**config.mk**
```make
export PLATFORM = sky130hd
export DESIGN_NAME = sd_data_crc16_calc
export DESIGN_NICKNAME = d
export VERILOG_FILES = /design/src/rtl/sd_data_crc16_calc.sv
export SDC_FILE = /design/constraint.sdc
export NUM_CORES = 1
export LEC_CHECK = 0
export ABC_AREA = 1
export BUFFER_PORTS_ARGS = -buffer_cell sky130_fd_sc_hd__buf_2
export CAP_MARGIN = 40
export CELL_PAD_IN_SITES_DETAIL_PLACEMENT = 1
export CELL_PAD_IN_SITES_GLOBAL_PLACEMENT = 1
export CORE_ASPECT_RATIO = 1.75
export CORE_MARGIN = 10
export CORE_UTILIZATION = 35
export CTS_BUF_LIST = sky130_fd_sc_hd__clkbuf_16
export CTS_CLUSTER_SIZE = 12
export DETAILED_ROUTE_END_ITERATION = 8
export PLACE_DENSITY_LB_ADDON = 0.08
export REMOVE_ABC_BUFFERS = 1
export SLEW_MARGIN = 25
export SYNTH_ARGS = -nofsm -noshare
export SYNTH_HDL_FRONTEND = slang
export SYNTH_SLANG_ARGS = --single-unit
```
**constraint.sdc**
```tcl
create_clock -name clk -period 1.2 [get_ports clk]
set_input_delay 0.06 -clock clk [delete_from_list [all_inputs] [get_ports clk]]
set_output_delay 0.06 -clock clk [all_outputs]
set_load 0.05 [all_outputs]
```
**src/rtl/sd_data_crc16_calc.sv**
```systemverilog
// Four-lane CRC-16/CCITT (poly 0x1021, init 0, MSB first) engine for SD 4-bit DAT read data.
// Bit-serial by default; define SD_CRC_PARALLEL_EN to fold a whole byte per lane on the strobe edge.
module sd_data_crc16_calc #(
  parameter int DATA_STRING = 128
) (
  input  logic        clk,
  input  logic        rst,
  input  logic        CRC_En,
  input  logic        CRC_Data_Get,
  input  logic [7:0]  Temp_Byte_0,
  input  logic [7:0]  Temp_Byte_1,
  input  logic [7:0]  Temp_Byte_2,
  input  logic [7:0]  Temp_Byte_3,
  output logic [15:0] CRC_0,
  output logic [15:0] CRC_1,
  output logic [15:0] CRC_2,
  output logic [15:0] CRC_3,
  output logic        CRC_Valid,
  output logic        CRC_Overrun
);

  localparam int CNT_W = $clog2(DATA_STRING) + 1;
  localparam logic [CNT_W-1:0] LAST_BYTE = CNT_W'(DATA_STRING - 1);

  typedef enum logic [1:0] {
    S_IDLE,
    S_WAIT_BYTE,
    S_SHIFT,
    S_DONE
  } state_t;

  state_t           state_q, state_d;
  logic [3:0][15:0] crc_q, crc_d;
  logic [CNT_W-1:0] byteCnt_q, byteCnt_d;
  logic             valid_q, valid_d;
  logic             overrun_q, overrun_d;
  logic             dataGet_q;
  logic             strobe;
  logic             lastByte;
  logic [3:0][7:0]  tempByte;
`ifndef SD_CRC_PARALLEL_EN
  logic [3:0][7:0]  sh_q, sh_d;
  logic [2:0]       bitCnt_q, bitCnt_d;
`endif

  function automatic logic [15:0] crcBit(input logic [15:0] crc, input logic din);
    return {crc[14:0], 1'b0} ^ ((crc[15] ^ din) ? 16'h1021 : 16'h0000);
  endfunction

`ifdef SD_CRC_PARALLEL_EN
  function automatic logic [15:0] crcByte(input logic [15:0] crc, input logic [7:0] din);
    logic [15:0] c;
    c = crc;
    for (int i = 7; i >= 0; i--) begin
      c = crcBit(c, din[i]);
    end
    return c;
  endfunction
`endif

  assign tempByte = {Temp_Byte_3, Temp_Byte_2, Temp_Byte_1, Temp_Byte_0};
  // Edge-detect so a level-held CRC_Data_Get contributes exactly one byte.
  assign strobe   = CRC_Data_Get & ~dataGet_q;
  assign lastByte = (byteCnt_q == LAST_BYTE);

  always_ff @(posedge clk) begin
    if (rst) begin
      state_q <= S_IDLE;
    end else begin
      state_q <= state_d;
    end
  end

  always_comb begin
    state_d = state_q;
    if (!CRC_En) begin
      state_d = S_IDLE;
    end else begin
      case (state_q)
        S_IDLE, S_WAIT_BYTE: begin
          state_d = S_WAIT_BYTE;
          if (strobe) begin
`ifdef SD_CRC_PARALLEL_EN
            state_d = lastByte ? S_DONE : S_WAIT_BYTE;
`else
            state_d = S_SHIFT;
`endif
          end
        end
`ifndef SD_CRC_PARALLEL_EN
        S_SHIFT: begin
          if (bitCnt_q == 3'd7) begin
            state_d = lastByte ? S_DONE : S_WAIT_BYTE;
          end
        end
`endif
        S_DONE:  state_d = S_DONE;
        default: state_d = S_IDLE;
      endcase
    end
  end

  // A low CRC_En wipes every lane so an aborted block leaves no residue.
  always_comb begin
    crc_d     = crc_q;
    byteCnt_d = byteCnt_q;
    valid_d   = valid_q;
    overrun_d = overrun_q;
`ifndef SD_CRC_PARALLEL_EN
    sh_d      = sh_q;
    bitCnt_d  = bitCnt_q;
`endif
    if (!CRC_En) begin
      crc_d     = '0;
      byteCnt_d = '0;
      valid_d   = 1'b0;
      overrun_d = 1'b0;
`ifndef SD_CRC_PARALLEL_EN
      sh_d      = '0;
      bitCnt_d  = '0;
`endif
    end else begin
      case (state_q)
        S_IDLE, S_WAIT_BYTE: begin
          if (strobe) begin
`ifdef SD_CRC_PARALLEL_EN
            for (int l = 0; l < 4; l++) begin
              crc_d[l] = crcByte(crc_q[l], tempByte[l]);
            end
            if (lastByte) begin
              valid_d = 1'b1;
            end else begin
              byteCnt_d = byteCnt_q + CNT_W'(1);
            end
`else
            sh_d     = tempByte;
            bitCnt_d = '0;
`endif
          end
        end
`ifndef SD_CRC_PARALLEL_EN
        S_SHIFT: begin
          for (int l = 0; l < 4; l++) begin
            crc_d[l] = crcBit(crc_q[l], sh_q[l][7]);
            sh_d[l]  = {sh_q[l][6:0], 1'b0};
          end
          bitCnt_d = bitCnt_q + 3'd1;
          if (bitCnt_q == 3'd7) begin
            if (lastByte) begin
              valid_d = 1'b1;
            end else begin
              byteCnt_d = byteCnt_q + CNT_W'(1);
            end
          end
          if (strobe) begin
            overrun_d = 1'b1;
          end
        end
`endif
        default: ;
      endcase
    end
  end

  always_ff @(posedge clk) begin
    if (rst) begin
      crc_q     <= '0;
      byteCnt_q <= '0;
      valid_q   <= 1'b0;
      overrun_q <= 1'b0;
      dataGet_q <= 1'b0;
`ifndef SD_CRC_PARALLEL_EN
      sh_q      <= '0;
      bitCnt_q  <= '0;
`endif
    end else begin
      crc_q     <= crc_d;
      byteCnt_q <= byteCnt_d;
      valid_q   <= valid_d;
      overrun_q <= overrun_d;
      dataGet_q <= CRC_Data_Get;
`ifndef SD_CRC_PARALLEL_EN
      sh_q      <= sh_d;
      bitCnt_q  <= bitCnt_d;
`endif
    end
  end

  always_comb begin
    CRC_0       = crc_q[0];
    CRC_1       = crc_q[1];
    CRC_2       = crc_q[2];
    CRC_3       = crc_q[3];
    CRC_Valid   = valid_q;
    CRC_Overrun = overrun_q;
  end

endmodule

```
Yosys cells after proc, flatten, opt, wreduce, memory -nomap -nowiden
Index checks and enable logic that the tools add are counted.
{"block": "word_totals", "output_inout_bits": 66, "input_bits": 36, "register_bits": 112, "word_cells": 55}
{"block": "classes", "bitwise_logic": 12, "reduce_logical": 8, "n_eq_ne": 7, "addsub": 2, "muxes": 12}
{"operator": "32-bit one-hot mux with 2 select lines", "count": 1}
{"operator": "16-bit by 13-bit XOR with 16-bit output", "count": 4}
{"operator": "13-bit 2-to-1 mux", "count": 4}
{"operator": "32-bit 2-to-1 mux", "count": 1}
{"operator": "8-bit by 1-bit adder with 8-bit output, second input constant", "count": 1}
{"operator": "8-bit by 7-bit equality test with 1-bit output, second input constant", "count": 1}
{"operator": "2-bit 2-to-1 mux", "count": 3}
{"operator": "2-bit one-hot mux with 3 select lines", "count": 1}
{"operator": "3-bit one-hot mux with 2 select lines", "count": 1}
{"operator": "3-bit AND reduction", "count": 2}
{"operator": "2-bit equality test, second input constant", "count": 2}
{"operator": "2-bit != test, second input constant", "count": 2}
{"operator": "2-bit AND reduction", "count": 2}
{"operator": "2-bit OR reduction", "count": 2}
{"operator": "1-bit XOR", "count": 4}
{"operator": "3-bit by 1-bit adder with 3-bit output, second input constant", "count": 1}
{"operator": "3-bit equality test, second input constant", "count": 1}
{"operator": "3-bit 2-to-1 mux", "count": 1}
{"operator": "1-bit inverter", "count": 3}
{"operator": "2-bit by 1-bit equality test with 1-bit output, second input constant", "count": 1}
{"operator": "2-bit zero test", "count": 1}
{"operator": "2-bit nonzero test", "count": 1}
{"operator": "1-bit AND", "count": 1}

Longest topological paths before layout
Gate-level depths: netlist of run 1.
{"block": "logic_depth", "depth_word": 4, "depth_mapped": 9, "ltp_nobuf": 9}

Worst setup path before layout of run 1
No wires, ideal clock.
{"block": "synth_path", "kind": "register -> register", "from": "reg crc_q (netlist bit CRC_0[15])", "to": "reg crc_q (netlist bit CRC_0[12])", "synth_period_minus_slack_ps": 1290, "t_required_ps": 1091, "arrival_ps": 1181, "path_slack_ps": -90, "stages_incl_launch_ff": 6, "setup_ps": 109, "path_buffers": 0, "cell_sequence": "dfxtp_1 -> xnor2_1 -> xor2_1 -> nand2_1 -> nand2_1 -> inv_1"}
{"block": "synth_between", "elab_chain_len": 3}
{"item": "start: declaration", "line_no": "33", "rtl": "logic [3:0][15:0] crc_q, crc_d;"}
{"item": "start signal: assignment", "line_no": "177", "rtl": "crc_q <= crc_d;"}
{"item": "1-bit XOR", "line_no": "47", "rtl": "return {crc[14:0], 1'b0} ^ ((crc[15] ^ din) ? 16'h1021 : 16'h0000);"}
{"item": "13-bit 2-to-1 mux", "line_no": "47"}
{"item": "16-bit by 13-bit XOR with 16-bit output", "line_no": "47"}
Every way passes these cells.
A chain may end at the register's enable or synchronous reset.

Worst setup path after layout of run 1
{"block": "layout_path", "from": "reg state_q[1]", "to": "reg crc_q (netlist bit CRC_1[12])"}
{"block": "layout_between", "elab_chain_len": 1}
{"item": "start: declaration", "line_no": "32", "rtl": "state_t state_q, state_d;"}
{"item": "start signal: assignment", "line_no": "70", "rtl": "state_q <= state_d;"}
{"item": "2-bit equality test", "line_no": "123", "rtl": "case (state_q)"}
Every way passes these cells.

==> impl_metrics.py, run 1 <==
metrics = {
    "outcome": {
        "status": "finished, violations left",
        "violations": "setup timing",
    },
    "die": {
        "die_y_um": 170,
        "die_area_um2": 18000,
        "rows": 54,
        "io-pin-count": 102,
        "fp.dieW_um": 106,
        "core_area_um2": 12600,
        "start_util_pct": 35.9,
    },
    "synthesis": {
        "synthArstFlopShare_pct": 0,
        "synth-seq-area-share_pct": 49.7,
        "synth-seq-cells": 112,
        "yosysUniqueCellTypes": 25,
        "yosys.area.top_type_share_pct": 49.7,
        "synth_most_common_cell": "nor2_1",
        "synthTopCellsByArea": "dfxtp_1 50%, nor2_1 9.5%, nand2_1 8.7%",
        "syn-cell-area_um2": 4510,
        "synthCells": 588,
        "synth_edf_count": 0,
        "yosysWarnings": 0,
        "synth_top_area_cell": "dfxtp_1",
        "avgSynthCellArea_um2": 7.67,
        "synth_common_cells": "114 x nor2_1, 112 x dfxtp_1, 104 x nand2_1",
        "synthFlopType": "dfxtp_1",
    },
    "placed_design": {
        "pre_cts_ws_ns": -0.155,
        "globalplace.congestion": 0.793,
        "port_buffers": 101,
        "dpl_cell_area_um2": 5340,
        "dpl.hpwl_mm": 9.16,
    },
    "critical_path": {
        "path_max_fanout": 7,
        "cp.arrival_ns": 1.54,
        "start_kind": "flop",
        "endpoint_kind": "flop",
        "required_ns": 1.46,
        "crit_type": "flop to flop",
    },
    "detailed_routing": {
        "via_count": 4385,
        "dr.pass1.iters": 4,
        "drtIter0Drc": 116,
        "wl_per_cell_um": 17.1,
        "drt-met1-wl_mm": 5.97,
        "dr_wl_met3_um": 530,
        "met2_length_mm": 8.55,
        "drc": 0,
        "viasPerCell": 4.92,
        "routed.top_layer": "met4",
        "antenna_left": 0,
        "wl_mm": 15.3,
    },
    "finish": {
        "diodes": 0,
        "num-nets-final": 758,
        "syn_to_final_growth_pct": 46.0,
        "layout-drive-gt1-share_pct": 35.9,
        "final_cell_area_um2": 6580,
    },
    "power": {
        "p_seq_share_pct": 47.1,
        "power_mw": 8.30,
        "p_int_mw": 5.99,
        "p_comb_share_pct": 15.0,
        "peakVddDrop_v": 0.000674,
        "p_leak_nw": 3.11,
        "switching_share_pct": 27.8,
        "p_per_area_nw_per_um2": 1260,
        "power_frac_clock_pct": 37.9,
        "netSwitchingPower_mw": 2.31,
    },
    "timing": {
        "fin_skew_ns": 0.00766,
        "fin_ws_ns": -0.0829,
        "setup-violations-final": 35,
        "fin_crit_sh_pct": 107,
        "finalMaxSlewViolations": 0,
        "worst_slew_pin_slew_ns": 0.412,
        "hold_violations": 0,
        "fmax_ghz": 0.779,
        "relSlewSlack_pct": 72.3,
        "grt_setup_unrepaired": "true",
        "post-route-min-period_ns": 1.28,
    },
    "global_routing": {
        "grt_max_degree": 45,
        "grt_pass1_vias": 4681,
        "antenna_found_initial": 0,
        "track_usage_pct": 15.7,
        "grt_pass1_wl_mm": 23.1,
        "gr-total-overflow": 0,
    },
    "cts": {
        "cts_root_buffer": "clkbuf_16",
        "insertion_delay_ns": 0.35,
        "clockBufferDepth": 2,
        "cts_inserted_buffers": 9,
        "cts.clk_slew.worst_paths_ns": 0.08,
        "htreeDepth": 3,
        "cts_tree": "built",
        "cts.sinks": 112,
    },
    "min_path": {
        "min_path_type": "input pin to flop",
    },
    "flow_run": {
        "cap_violations": 0,
    },
}
## worst paths after layout
path	slack [ns]	cells past startpoint	from	to
max reg2reg	-0.08	8	state_q[1]	CRC_1[12]
min reg2reg	0.47	2	bitCnt_q[1]	bitCnt_q[1]
max	-0.08	8	state_q[1]	CRC_1[12]
min	0.02	3	CRC_Data_Get	CRC_Overrun
## critical path, cell delays in order (launching register included)
cell	delay, ns
dfxtp_4	0.38
inv_4	0.05
nor2_4	0.12
buf_12	0.14
buf_6	0.14
clkbuf_16	0.16
nand2_1	0.06
nand2_1	0.09
inv_1	0.05
## power groups by stage
stage	Clock (mW)	Combinational, mW	Sequential [mW]
6_report	3.15	1.25	3.91
4_1_cts	3.20	1.12	3.90
5_1_grt	3.36	1.36	3.92
3_3_place_gp	0	0.909	3.98
2_1_floorplan	0	0.412	4.13
3_5_place_dp	0	0.932	3.98
## metrics by stage
stage / utilization (%) / hold WS [ns] / setup TNS (ns) / instances
floorplan: - / 0.131 / -187.49 / 550
global placement: 42.5 / 0.269 / -1.57 / 847
global route: 52.4 / 0.0345 / -4.10 / 892
CTS: 49.2 / 0.00733 / -1.52 / 884
finish: 52.4 / 0.0207 / -0.907 / 892
detailed placement: 42.5 / 0.279 / -4.84 / 847
## state kept, by name, summed over array words and instances (netlist names)
register	cells
CRC_Overrun	1
CRC_2	16
sh_q	32
byteCnt_q	8
CRC_Valid	1
bitCnt_q	3
CRC_1	16
state_q	2
CRC_3	16
CRC_0	16
dataGet_q	1
## layer usage
metal / GRT usage (%) / up-vias
met3: 3.59 / 17
met1: 16.2 / 2139
met4: 5.44 / 0
li1: - / 2166
met5: 0 / -
met2: 30.0 / 63
## cells by family (layout without fill, tap and decap cells)
group                    after synthesis  after routing  share of synthesized area (%)
AND/OR/NAND/NOR                      255            255                           22.6
buffers and inverters                 73            209                           7.08
XOR/XNOR                              15             15                           2.91
AO/OA/AOI/OAI                        130            130                           16.8
flip-flops                           112            112                           49.7
adder cells (fa/ha/maj)                3              3                          0.832
## timing repair
action	in CTS	in global routing
buffers inserted	9	2
gates resized for setup	79	88
hold buffers	5	1
setup endpoints to repair	87	106
pin swaps	13	21
endpoints found under the hold margin	4	1
gates cloned	7	7
## layout make-up
class                           instances  area (um2)
Fill cell                            1511        5980
Multi-Input combinational cell        403        2310
Sequential cell                       112        2250
Timing Repair Buffer                  158        1370
Clock buffer                            9         225
Tap cell                              168         210
Inverter                               35         136
Clock inverter                          7        76.3
## layout by cell type (no fill, tap or decap), types with 15 or more instances in the layout
cell type / count
nor2_1: 108
dfxtp_1: 104
buf_2: 101
nand2_1: 71
o21ai_0: 33
inv_1: 30
o21ai_1: 30
a21oi_1: 30
nand2_2: 22
o211a_1: 20
nand3_1: 17
nand2_4: 15
clkbuf_16: 15
buf_4: 15
Power figures use the tool's default switching activity.
==> run 2, diff against run 1 <==
HOLD_SLACK_MARGIN = 0.12   (was not set)
==> impl_metrics.py, run 2 (same netlist as run 1, synthesis figures left out) <==
metrics = {
    "critical_path": {
        "r2r-start": "state_q[1]",
        "crit_type": "flop to flop",
        "crit_chain": "inv_4 -> nor2_4 -> buf_12 -> buf_6 -> buf_16 -> o21ai_0 -> a21oi_1",
        "endpoint_kind": "flop",
        "cp.arrival_ns": 1.58,
        "max_stage_delay_ns": 0.38,
        "cp_slowest_cell": "dfxtp_4",
        "cpLargestDelayFamily": "buffers and inverters",
        "required_ns": 1.48,
        "worstRegToRegCells": 7,
        "path_buf_inv": 4,
        "path_max_fanout": 8,
        "r2r_slack_ns": -0.1,
        "reg2reg_to": "bitCnt_q[0]",
        "start_kind": "flop",
    },
    "finish": {
        "layout_common_cells": "107 x nor2_1, 104 x dfxtp_1, 101 x buf_2",
        "diodes": 0,
        "fill_cells": 1489,
        "final_cell_area_um2": 6900,
        "syn_to_final_growth_pct": 53.0,
        "utilization_pct": 54.9,
        "regMostFlops": "sh_q",
        "final_common_cell": "nor2_1",
        "num-nets-final": 786,
        "largest_reg_flops": 32,
        "layout-drive-gt1-share_pct": 35.2,
    },
    "power": {
        "p_leak_nw": 3.26,
        "peakVddDrop_v": 0.000673,
        "power_mw": 8.39,
        "p_per_area_nw_per_um2": 1220,
    },
    "cts": {
        "htreeDepth": 3,
        "cts_root_buffer": "clkbuf_16",
        "cts.sinks": 112,
        "clockBufferDepth": 2,
        "cts_tree": "built",
        "cts_inserted_buffers": 9,
        "cts.clk_slew.worst_paths_ns": 0.08,
        "insertion_delay_ns": 0.36,
    },
    "detailed_routing": {
        "wl_per_cell_um": 17.3,
        "viasPerCell": 4.95,
        "drtIter0Drc": 123,
        "via_count": 4550,
        "wl_mm": 15.9,
        "drc": 0,
        "dr.pass1.iters": 4,
        "antenna_left": 0,
    },
    "global_routing": {
        "grt_pass1_vias": 4872,
        "grt_pass1_wl_mm": 24.1,
        "gr-total-overflow": 0,
        "track_usage_pct": 16.4,
        "antenna_found_initial": 0,
        "grt_max_degree": 45,
    },
    "min_path": {
        "hold_depth": 5,
        "min_path_type": "input pin to flop",
        "min_to": "sh_q[23]",
        "min-delay-start": "Temp_Byte_2[7]",
    },
    "timing": {
        "hold_violations": 0,
        "worst_slew_pin_slew_ns": 0.407,
        "grt_setup_unrepaired": "true",
        "fin_ws_ns": -0.0964,
        "relSlewSlack_pct": 72.7,
        "post-route-min-period_ns": 1.30,
        "setup-violations-final": 35,
        "finalMaxSlewViolations": 0,
        "fin_skew_ns": 0.00803,
        "fin_crit_sh_pct": 108,
        "fmax_ghz": 0.771,
    },
    "flow_run": {
        "cap_violations": 0,
    },
    "placed_design": {
        "port_buffers": 101,
        "dpl.hpwl_mm": 9.16,
        "dpl_cell_area_um2": 5340,
        "globalplace.congestion": 0.793,
    },
    "die": {
        "fp.dieW_um": 106,
        "io-pin-count": 102,
        "start_util_pct": 35.9,
        "die_y_um": 170,
        "rows": 54,
        "die_area_um2": 18000,
        "core_area_um2": 12600,
    },
    "outcome": {
        "status": "finished, violations left",
        "violations": "setup timing",
    },
}
==> run 2: how the worst max path moves through the flow <==
stage                      startpoint           end  slack [ns]  cells after the start
after floorplan                CRC_En     CRC_0[12]       -2.38                      6
after global placement     state_q[1]      sh_q[14]       -0.08                      7
after detailed placement  bitCnt_q[0]  byteCnt_q[0]       -0.15                      7
after CTS                  state_q[1]  byteCnt_q[7]       -0.06                      7
after global routing       state_q[1]   bitCnt_q[0]       -0.17                      7
final                      state_q[1]   bitCnt_q[0]        -0.1                      7
==> run 2: area by class of cell <==
cell class	instances	area [um2]	share of cell area [%]
repair buffers	186	1650	24.0
clock inverters	7	76.3	1.11
inverters	35	136	1.98
flip-flops and latches	112	2250	32.7
well taps	168	210	3.05
clock buffers	9	225	3.27
multi-input cells	403	2340	34.0
==> run 2: per-layer routing <==
layer / track usage, % / part of all wire (%) / vias to the layer above
met3: 3.48 / 3.0 / 30
li1: - / - / 2225
met2: 31.7 / 56 / 70
met4: 6.09 / 2.3 / 0
met1: 16.7 / 38 / 2225
met5: 0 / 0 / -
==> run 2: repair_timing <==
item	CTS	global route
pin swaps	13	24
buffers inserted	9	2
gates resized for setup	79	97
endpoints found under the setup margin	87	106
hold endpoints to repair	34	0
cloned	7	7
hold buffers	34	0
==> run 2: worst reg2reg max path, cell delays in order, from the launching register on <==
cell and delay (ns):
dfxtp_4 0.38, inv_4 0.05, nor2_4 0.12, buf_12 0.14, buf_6 0.15, buf_16 0.13
o21ai_0 0.10, a21oi_1 0.16
==> run 2: through the flow <==
| stage | hold WS (ns) | std cells | setup WS [ns] | TNS (ns) |
|---|---|---|---|---|
| detailed placement | 0.279 | 847 | -0.155 | -4.84 |
| global route | 0.196 | 920 | -0.174 | -4.24 |
| finish | 0.129 | 920 | -0.0964 | -0.835 |
| floorplan | 0.131 | 550 | -2.38 | -187.49 |
| CTS | 0.123 | 913 | -0.0579 | -1.52 |
| global placement | 0.269 | 847 | -0.0791 | -1.57 |
==> run 2: power by group <==
group	switching (mW)	leakage (nW)	internal [mW]
Combinational	0.753	2.20	0.584
Clock	1.50	0.150	1.65
Sequential	0.0851	0.912	3.82
Total	2.33	3.26	6.06
==> run 3, diff against run 2 <==
==> constraint.sdc (replaced) <==
create_clock -name clk -period 1.2 [get_ports clk]
set_input_delay 0.36 -clock clk [delete_from_list [all_inputs] [get_ports clk]]
set_output_delay 0.36 -clock clk [all_outputs]
set_load 0.05 [all_outputs]
==> impl_metrics.py, run 3 (same netlist as run 1, synthesis figures left out) <==
metrics = {
    "finish": {
        "fill_cells": 1345,
        "syn_to_final_growth_pct": 85.4,
        "diodes": 0,
        "num-nets-final": 812,
        "regMostFlops": "sh_q",
        "largest_reg_flops": 32,
        "layout-drive-gt1-share_pct": 59.0,
        "layout_common_cells": "70 x buf_4, 68 x nor2_1, 68 x buf_8",
        "final_common_cell": "buf_4",
    },
    "global_routing": {
        "gr-total-overflow": 0,
        "grt_pass1_vias": 5113,
        "grt_max_degree": 35,
        "track_usage_pct": 18.6,
        "antenna_found_initial": 0,
        "grt_pass1_wl_mm": 26.8,
    },
    "timing": {
        "finalMaxSlewViolations": 0,
        "grt_setup_unrepaired": "true",
        "hold_violations": 0,
        "setup-violations-final": 138,
        "worst_slew_pin_slew_ns": 0.308,
        "fin_crit_sh_pct": 117,
        "fmax_ghz": 0.714,
        "fin_ws_ns": -0.200,
        "holdWs_ns": 0.209,
        "post-route-min-period_ns": 1.40,
        "relSlewSlack_pct": 79.4,
        "fin_skew_ns": 0.0103,
    },
    "die": {
        "core_area_um2": 12600,
        "rows": 54,
        "fp.dieW_um": 106,
        "die_y_um": 170,
        "start_util_pct": 35.9,
        "io-pin-count": 102,
        "die_area_um2": 18000,
    },
    "critical_path": {
        "crit_chain": "inv_4 -> nor2_4 -> buf_12 -> buf_12 -> buf_12 -> o21ai_2 -> a21oi_1",
        "endpoint_kind": "flop",
        "r2r_slack_ns": -0.20,
        "path_buf_inv": 4,
        "cpLargestDelayFamily": "buffers and inverters",
        "crit_type": "flop to flop",
        "required_ns": 1.46,
        "cpMostUsedCell": "buf_12",
        "worstRegToRegCells": 7,
        "cp.arrival_ns": 1.66,
        "r2r-start": "state_q[1]",
        "cp_slowest_cell": "dfxtp_4",
        "max_stage_delay_ns": 0.38,
        "path_max_fanout": 8,
        "start_kind": "flop",
        "reg2reg_to": "CRC_1[13]",
    },
    "cts": {
        "insertion_delay_ns": 0.36,
        "cts.clk_slew.worst_paths_ns": 0.08,
        "cts_hold_buf": 0,
        "clockBufferDepth": 2,
        "cts.sinks": 112,
        "cts_root_buffer": "clkbuf_16",
        "cts_tree": "built",
        "cts_inserted_buffers": 9,
        "htreeDepth": 3,
    },
    "outcome": {
        "status": "finished, violations left",
        "violations": "setup timing",
    },
    "power": {
        "p_int_mw": 6.13,
        "p_comb_share_pct": 19.4,
        "netSwitchingPower_mw": 2.53,
        "power_mw": 8.67,
        "switching_share_pct": 29.2,
        "p_per_area_nw_per_um2": 1040,
        "power_frac_clock_pct": 35.5,
        "peakVddDrop_v": 0.000801,
        "p_leak_nw": 3.83,
        "p_seq_share_pct": 45.1,
    },
    "detailed_routing": {
        "antenna_left": 0,
        "wl_mm": 21.8,
        "dr.pass1.iters": 4,
        "wl_per_cell_um": 23.0,
        "viasPerCell": 5.30,
        "via_count": 5010,
        "drtIter0Drc": 161,
        "drc": 0,
    },
    "flow_run": {
        "cap_violations": 0,
    },
    "min_path": {
        "min-delay-start": "rst",
        "hold_depth": 2,
        "min_to": "dataGet_q",
        "min_path_type": "input pin to flop",
    },
    "placed_design": {
        "port_buffers": 101,
        "globalplace.congestion": 0.749,
        "pre_cts_ws_ns": -0.167,
        "dpl.hpwl_mm": 9.38,
    },
}
-- run 3: cell types whose count changed in the layout (fill, tap and decap cells not counted), moves of 39 or more --
cell	before	now
buf_2	101	35
dfxtp_1	104	38
dfxtp_2	7	51
nor2_1	107	68
buf_8	3	68
buf_4	15	70
-- run 3: timing repair --
item                       in CTS  in global routing
gates resized for setup       332                250
setup endpoints to repair     132                167
pin swaps                      13                 61
buffers inserted               43                 20
gates cloned                    8                 12
-- run 3: metal layers --
metal	global-route usage, %	vias up	wire length [um]
met3	4.01	75	964
met2	36.8	163	12200
met5	0	-	0
met4	7.21	0	1090
li1	-	2279	-
met1	17.8	2493	7510
-- run 3: area by class of cell --
type	count	area [um2]	area share, %
Clock buffer	9	225	2.69
Clock inverter	7	62.6	0.748
Inverter	35	151	1.81
Multi-Input combinational cell	405	2830	33.8
Sequential cell	112	2390	28.6
Tap cell	168	210	2.51
Timing Repair Buffer	209	2480	29.7
Timing Repair inverter	1	8.76	0.105
-- run 3: per-stage QoR --
stage	instance area (um2)	TNS, ns	cells	utilization [%]
after floorplan	4320	-220.79	550	-
after global placement	5380	-3.19	848	42.8
after detailed placement	5380	-4.92	848	42.8
after CTS	7200	-2.62	915	57.3
after global routing	8360	-11.35	946	66.5
final	8360	-6.04	946	66.5
-- run 3: worst max path at each step --
stage                 start           end  slack, ns  cells after the start
4_1_cts            CRC_1[4]      CRC_1[4]      -0.05                      1
3_3_place_gp   byteCnt_q[0]  byteCnt_q[7]      -0.11                      7
3_5_place_dp   byteCnt_q[0]  byteCnt_q[3]      -0.17                      7
2_1_floorplan        CRC_En     CRC_0[12]      -2.68                      6
6_report         state_q[1]     CRC_1[13]      -0.20                      7
5_1_grt          state_q[1]      sh_q[30]      -0.23                      9
-- run 3: power groups by stage --
stage	clock (mW)	sequential [mW]	combinational, mW
4_1_cts	3.05	3.90	1.22
6_report	3.08	3.91	1.68
2_1_floorplan	0	4.13	0.412
3_5_place_dp	0	3.98	0.925
3_3_place_gp	0	3.97	0.902
5_1_grt	3.24	3.92	1.77
